==> config.mk <==
export PLATFORM = sky130hd
export DESIGN_NAME = shift_arbiter_flat
export DESIGN_NICKNAME = d
export VERILOG_FILES = /design/src/rtl/shift_arbiter_if.sv /design/src/rtl/shift_arbiter.sv /design/src/flat_wrapper.sv
export SDC_FILE = /design/constraint.sdc
export NUM_CORES = 1
export LEC_CHECK = 0
export BUFFER_PORTS_ARGS = -buffer_cell sky130_fd_sc_hd__buf_2
export CAP_MARGIN = 40
export CORE_MARGIN = 2
export CORE_UTILIZATION = 35
export DETAILED_ROUTE_END_ITERATION = 7
export PLACE_DENSITY = 0.67
export SLEW_MARGIN = 30
export SYNTH_ARGS = -nofsm -noshare
export SYNTH_HDL_FRONTEND = slang
export SYNTH_SLANG_ARGS = --single-unit
export TNS_END_PERCENT = 5
==> constraint.sdc <==
create_clock -name clk -period 1.68 [get_ports clk]
set_input_delay 0.252 -clock clk [delete_from_list [all_inputs] [get_ports clk]]
set_output_delay 0.252 -clock clk [all_outputs]
set_load 0.05 [all_outputs]
==> src/rtl/shift_arbiter_if.sv <==
// Requester-side bus of the shared shifter: two request/response channels
// plus the shared result lines.
interface shift_arbiter_if #(
   parameter int DATA_W = 32,
   parameter int NUM_W  = 8,
   parameter int OP_W   = 3
);
   logic [1:0]             rq_valid;
   logic [1:0]             rq_ready;
   logic [1:0][OP_W-1:0]   rq_op;
   logic [1:0][DATA_W-1:0] rq_data;
   logic [1:0][NUM_W-1:0]  rq_num;
   logic [1:0]             rq_cin;
   logic [1:0]             rs_valid;
   logic [1:0]             rs_ready;
   logic [DATA_W-1:0]      rs_data;
   logic                   rs_cout;

   modport slave (
      input  rq_valid, rq_op, rq_data, rq_num, rq_cin, rs_ready,
      output rq_ready, rs_valid, rs_data, rs_cout
   );

   modport master (
      output rq_valid, rq_op, rq_data, rq_num, rq_cin, rs_ready,
      input  rq_ready, rs_valid, rs_data, rs_cout
   );
endinterface

==> src/rtl/shift_arbiter.sv <==
// Round-robin sharing of one external combinational barrel shifter between
// two requesters; one operation in flight, operands and result registered.
module shift_arbiter #(
   parameter int DATA_W = 32,
   parameter int NUM_W  = 8,
   parameter int OP_W   = 3
) (
   input  logic              clk,
   input  logic              rst_n,
   shift_arbiter_if.slave    bus,
   output logic [OP_W-1:0]   sh_op,
   output logic [DATA_W-1:0] sh_data,
   output logic [NUM_W-1:0]  sh_num,
   output logic              sh_cin,
   input  logic [DATA_W-1:0] sh_out,
   input  logic              sh_cout,
   output logic              busy
);

   typedef enum logic [1:0] {IDLE, ISSUE, RESP} state_t;

   state_t            state_q, state_d;
   logic              ptr_q, ptr_d;
   logic              gnt_q, gnt_d;
   logic [OP_W-1:0]   sh_op_q, sh_op_d;
   logic [DATA_W-1:0] sh_data_q, sh_data_d;
   logic [NUM_W-1:0]  sh_num_q, sh_num_d;
   logic              sh_cin_q, sh_cin_d;
   logic [DATA_W-1:0] rs_data_q, rs_data_d;
   logic              rs_cout_q, rs_cout_d;
   logic [1:0]        rq_ready, rs_valid;
   logic              gnt_sel;

   // ptr holds the last requester served, so a tie goes to the other one
   assign gnt_sel = (bus.rq_valid[0] & bus.rq_valid[1]) ? ~ptr_q : bus.rq_valid[1];

   always_comb begin
      state_d   = state_q;
      ptr_d     = ptr_q;
      gnt_d     = gnt_q;
      sh_op_d   = sh_op_q;
      sh_data_d = sh_data_q;
      sh_num_d  = sh_num_q;
      sh_cin_d  = sh_cin_q;
      rs_data_d = rs_data_q;
      rs_cout_d = rs_cout_q;
      rq_ready  = 2'b00;
      rs_valid  = 2'b00;
      case (state_q)
         IDLE: begin
            if (|bus.rq_valid) begin
               rq_ready[gnt_sel] = 1'b1;
               gnt_d     = gnt_sel;
               sh_op_d   = bus.rq_op[gnt_sel];
               sh_data_d = bus.rq_data[gnt_sel];
               sh_num_d  = bus.rq_num[gnt_sel];
               sh_cin_d  = bus.rq_cin[gnt_sel];
               state_d   = ISSUE;
            end
         end
         ISSUE: begin
            rs_data_d = sh_out;
            rs_cout_d = sh_cout;
            state_d   = RESP;
         end
         RESP: begin
            rs_valid[gnt_q] = 1'b1;
            if (bus.rs_ready[gnt_q]) begin
               ptr_d   = gnt_q;
               state_d = IDLE;
            end
         end
         default: state_d = IDLE;
      endcase
   end

   always_ff @(posedge clk) begin
      if (!rst_n) begin
         state_q   <= IDLE;
         ptr_q     <= 1'b1;
         gnt_q     <= 1'b0;
         sh_op_q   <= '0;
         sh_data_q <= '0;
         sh_num_q  <= '0;
         sh_cin_q  <= 1'b0;
         rs_data_q <= '0;
         rs_cout_q <= 1'b0;
      end else begin
         state_q   <= state_d;
         ptr_q     <= ptr_d;
         gnt_q     <= gnt_d;
         sh_op_q   <= sh_op_d;
         sh_data_q <= sh_data_d;
         sh_num_q  <= sh_num_d;
         sh_cin_q  <= sh_cin_d;
         rs_data_q <= rs_data_d;
         rs_cout_q <= rs_cout_d;
      end
   end

   assign bus.rq_ready = rq_ready;
   assign bus.rs_valid = rs_valid;
   assign bus.rs_data  = rs_data_q;
   assign bus.rs_cout  = rs_cout_q;
   assign sh_op        = sh_op_q;
   assign sh_data      = sh_data_q;
   assign sh_num       = sh_num_q;
   assign sh_cin       = sh_cin_q;
   assign busy         = (state_q != IDLE);

endmodule

==> src/flat_wrapper.sv <==
// flat-port wrapper written by rule: the top's interface ports become plain ports
module shift_arbiter_flat 
#(
   parameter int DATA_W = 32,
   parameter int NUM_W  = 8,
   parameter int OP_W   = 3
)
  (clk, rst_n, sh_op, sh_data, sh_num, sh_cin, sh_out, sh_cout, busy, bus_rq_valid, bus_rq_op, bus_rq_data, bus_rq_num, bus_rq_cin, bus_rs_ready, bus_rq_ready, bus_rs_valid, bus_rs_data, bus_rs_cout);
  shift_arbiter_if #(.DATA_W(DATA_W), .NUM_W(NUM_W), .OP_W(OP_W)) bus_i ();
  input  logic clk;
  input  logic rst_n;
  output logic [OP_W-1:0] sh_op;
  output logic [DATA_W-1:0] sh_data;
  output logic [NUM_W-1:0] sh_num;
  output logic sh_cin;
  input  logic [DATA_W-1:0] sh_out;
  input  logic sh_cout;
  output logic busy;
  input wire logic [$bits(bus_i.rq_valid)-1:0] bus_rq_valid;
  input wire logic [$bits(bus_i.rq_op)-1:0] bus_rq_op;
  input wire logic [$bits(bus_i.rq_data)-1:0] bus_rq_data;
  input wire logic [$bits(bus_i.rq_num)-1:0] bus_rq_num;
  input wire logic [$bits(bus_i.rq_cin)-1:0] bus_rq_cin;
  input wire logic [$bits(bus_i.rs_ready)-1:0] bus_rs_ready;
  output wire logic [$bits(bus_i.rq_ready)-1:0] bus_rq_ready;
  output wire logic [$bits(bus_i.rs_valid)-1:0] bus_rs_valid;
  output wire logic [$bits(bus_i.rs_data)-1:0] bus_rs_data;
  output wire logic [$bits(bus_i.rs_cout)-1:0] bus_rs_cout;
  assign bus_i.rq_valid = bus_rq_valid;
  assign bus_i.rq_op = bus_rq_op;
  assign bus_i.rq_data = bus_rq_data;
  assign bus_i.rq_num = bus_rq_num;
  assign bus_i.rq_cin = bus_rq_cin;
  assign bus_i.rs_ready = bus_rs_ready;
  assign bus_rq_ready = bus_i.rq_ready;
  assign bus_rs_valid = bus_i.rs_valid;
  assign bus_rs_data = bus_i.rs_data;
  assign bus_rs_cout = bus_i.rs_cout;
  shift_arbiter #(.DATA_W(DATA_W), .NUM_W(NUM_W), .OP_W(OP_W)) u_core (.clk(clk), .rst_n(rst_n), .bus(bus_i), .sh_op(sh_op), .sh_data(sh_data), .sh_num(sh_num), .sh_cin(sh_cin), .sh_out(sh_out), .sh_cout(sh_cout), .busy(busy));
endmodule
# Yosys cells after proc, flatten, opt, wreduce, memory -nomap -nowiden
# Index checks and enable logic that the tools add are counted.
# totals
register_bits	81
input_bits	127
out_inout_bits	82
elab_cells	48
# op_classes
n_lt_le_gt_ge	4
eq_ne	4
n_mux	21
bitwise	2
reduce_logical	8
# ops
operator	n
2-to-1 mux 32 bit	2
2-to-1 mux 8 bit	2
2-to-1 mux 2 bit	5
2-to-1 mux 1 bit	7
2-to-1 mux 3 bit	2
case mux 2 bit (3 select lines)	1
AND reduction 2 bit	3
less-than comparator 1 x 2 -> 1 bit, second input constant	2
!= test 2 x 1 -> 1 bit, second input constant	2
demux 1 bit (select 1 bit)	2
equality test 2 x 1 -> 1 bit, second input constant	1
equality test 2 bit, second input constant	1
>= comparator 1 bit, second input constant	2
logical AND 1 bit	2
zero test 2 bit	1
nonzero test 2 bit	1
OR reduction 2 bit	1
bitwise AND 1 bit	1
inverter 1 bit	1

# Depth between registers and ports, before layout
# logic_depth
word_depth	8
ltp_mapped	6
mapped_depth_nobuf	4

# Worst setup path after synthesis
# No wires, ideal clock.
# synth_path
path_type	reg-to-output
startpoint	register u_core.state_q[1]
endpoint	output bus_rq_ready[0]
arrival_ns	1.936
required_ns	1.428
setup_slack_ns	-0.508
path_stages_with_launch	5
path_buffers	1
cell_sequence	dfxtp_1 > nor2_4 > inv_2 > buf_2 > nor3_1
# synth_via
elab_chain_len	2
# synth_rtl
item	line_no	text
from (decl)	shift_arbiter.sv:22	state_t state_q, state_d;
from (signal assigned)	shift_arbiter.sv:89	state_q <= state_d;
zero test 2 bit	shift_arbiter.sv:49	case (state_q)
2-to-1 mux 2 bit	shift_arbiter.sv:49	
to (decl)	flat_wrapper.sv:25	output wire logic [$bits(bus_i.rq_ready)-1:0] bus_rq_ready;
# No other way between the ends.

# Worst setup path after layout
# layout_path
startpoint	register u_core.state_q[1]
endpoint	output bus_rs_valid[1]
# layout_via
elab_chain_len	2
# layout_rtl
item	line_no	text
equality test 2 bit	shift_arbiter.sv:49	
2-to-1 mux 2 bit	shift_arbiter.sv:49	
to (decl)	flat_wrapper.sv:26	output wire logic [$bits(bus_i.rs_valid)-1:0] bus_rs_valid;
# No other way between the ends.

==> qor.yml <==
outcome: "complete, no violations"
clockBufferDepth: 2
hold_buffers: 0
cp_slowest_stage_delay_ps: 390
maxSlewViolCount: 0
clock-root-buffer: "clkbuf_8"
ir_worst_vdd_mv: 0.3841
cts.sinks: 81
synth.top_cells.by_count: "81 x dfxtp_1, 67 x nand2_1, 41 x a21oi_1"
power_density_nw_per_um2: 1111
drt_pre_antenna_iters: 4
yosysTopAreaCellShare: 0.4768
gr-total-overflow: 0
hp-class: "in2reg"
cp-start-kind: "flop"
crit_family: "flip-flops"
synth.net_count: 552
synthDistinctLibCells: 26
drv_cap: 0
post_cts_buffers: 0
grt_start_max_net_pins: 59
ys_ff_latch: 81
critPathKind: "reg2out"
nNetsFinal: 741
syn-mean-instance-area_um2: 8.002
htree_levels: 3
grt_usage: 0.2034
worst_skew_pair.late_latency_ps: 340
max_slew.worst_pin.slew_ps: 483.6
yosysWarnings: 0
drive_gt1_frac: 0.4013
ys.flop_type: "dfxtp_1"
fillerInstances: 934
num_antenna_cells: 0
post-route-period-util: 0.9316
yosysMostFrequentCell: "dfxtp_1"
io_pins: 209
ys_top_cells_by_area: "dfxtp_1 48%, nand2_1 7.4%, a31oi_1 7.4%, nand4_1 7.4%, a21oi_1 6.0%"
cp-startpoint: "u_core.state_q[1]"
drt_iter0_drc: 185
synthToLayoutAreaGrowth_pct: 40.91
die_y_um: 102.6
syn_inst: 425
finalPower_mw: 5.325
totalWireLength_um: 11010
grt_pass1_vias: 3584
drc: 0
period_needed_ps: 1565
worst-path-buf-inv: 1
cp_slowest_cell: "dfxtp_2"
core_area_um2: 9328
r2r-start: "u_core.state_q[0]"
die_x_um: 102.6
slew_headroom: 0.6776
ant_nets: 0
dieArea_um2: 10520
synth_edf_count: 0
path_max_fanout: 5
setup_viol: 0
rows: 35
tritoncts: "yes"
rsz0062_at_grt: "yes"
cp-end-kind: "output port"
fmax_ghz: 0.6389
clk_pin_slew_ps: 70
drt-wirelength-per-cell_um: 14.73
grt_pass1_wl_um: 16990
vias_per_cell: 5.203
vias: 3887
hold_ws_ps: 121.0
antenna_found_initial: 0
netlist_area_um2: 3401
hpwl_um: 7645
p_leak_nw: 2.156
skew_ps: 11.08
arrival_ps: 1310
io_buffer_count: 208
cp.required_ps: 1430
cts_made_buffers: 9
place.gp.congestion: 0.7956
start_util: 0.3646
ys_seq_area_frac: 0.4768
synth.largest_area_cell: "dfxtp_1"
hold_viol_final: 0
async_flop_share: 0
min-delay-start: "rst_n"
critical_path.cell_chain: "nor2b_4, and2_1, buf_2"
==> metal layers <==
layer  up-vias  track usage  share of wire
met1      1787       0.2514           0.43
li1       1911            -              -
met3        17      0.05966          0.087
met4         0      0.07795          0.017
met2       172       0.3353           0.46
met5         -            0              0
==> power by group <==
part,switching (mW),internal [mW]
combinational,1.14,0.460
clock,0.664,0.870
sequential,0.0972,2.09
total,1.91,3.42
==> worst paths after layout <==
check | end | slack, ps | cells after the start
max | bus_rs_valid[1] | 110 | 3
max reg2reg | u_core.sh_num[7] | 270 | 5
min reg2reg | u_core.bus.rs_cout | 450 | 2
min | u_core.ptr_q | 120 | 2
==> layout make-up <==
cell class                 instances  area [um^2]  share of cell area
timing repair buffer             225         1207              0.2520
clock inverter                     3        65.06             0.01358
tap                              129        161.4             0.03368
sequential                        81         1623              0.3386
clock buffer                      12        145.1             0.03029
multi-input combinational        294         1579              0.3295
inverter                           3        11.26            0.002350
==> per-stage QoR <==
step	std cells	instance area, um^2	util	TNS (ps)	worst slack, ps
global route	747	4792	0.5137	-8.706	-8.706
detailed placement	732	4559	0.4888	0	220.5
CTS	747	4786	0.5131	0	7.920
finish	747	4792	0.5137	0	114.9
floorplan	425	3412	-	0	76.55
global placement	732	4559	0.4888	0	272.8
==> what timing repair did <==
| item | in CTS | in global routing |
|---|---|---|
| endpoints found under the hold margin | 0 | 0 |
| setup endpoints to repair | 3 | 4 |
| pin swaps | 1 | 0 |
| gates resized for setup | 5 | 4 |
| cloned | 0 | 0 |
==> logic make-up after synthesis <==
logic type | share of synthesized area
muxes | 0.01472
and+or+nand+nor | 0.2318
AOI/OAI and AO/OA | 0.2068
buffers and inverters | 0.06990
DFF | 0.4768
==> state kept, by name, indices dropped and copies added, names as in the netlist <==
| signal | count |
|---|---|
| u_core.sh_num | 8 |
| u_core.gnt_q | 1 |
| u_core.sh_data | 32 |
| u_core.ptr_q | 1 |
| u_core.bus.rs_data | 32 |
| u_core.state_q | 2 |
| u_core.bus.rs_cout | 1 |
| u_core.sh_cin | 1 |
| u_core.sh_op | 3 |
==> layout by cell type, fill, tap and decap left out, types with 4 or more instances in the layout <==
master    instances
dfxtp_1          80
nand2_1          67
a21oi_1          41
buf_2           204
buf_4            17
o21ai_1          38
nand3_1          40
a211oi_1          4
clkbuf_8         10
a31oi_1          40
o21ai_0           4
mux2i_1           5
nand4_1          40
Note: power is estimated with default switching activity, not from simulation.
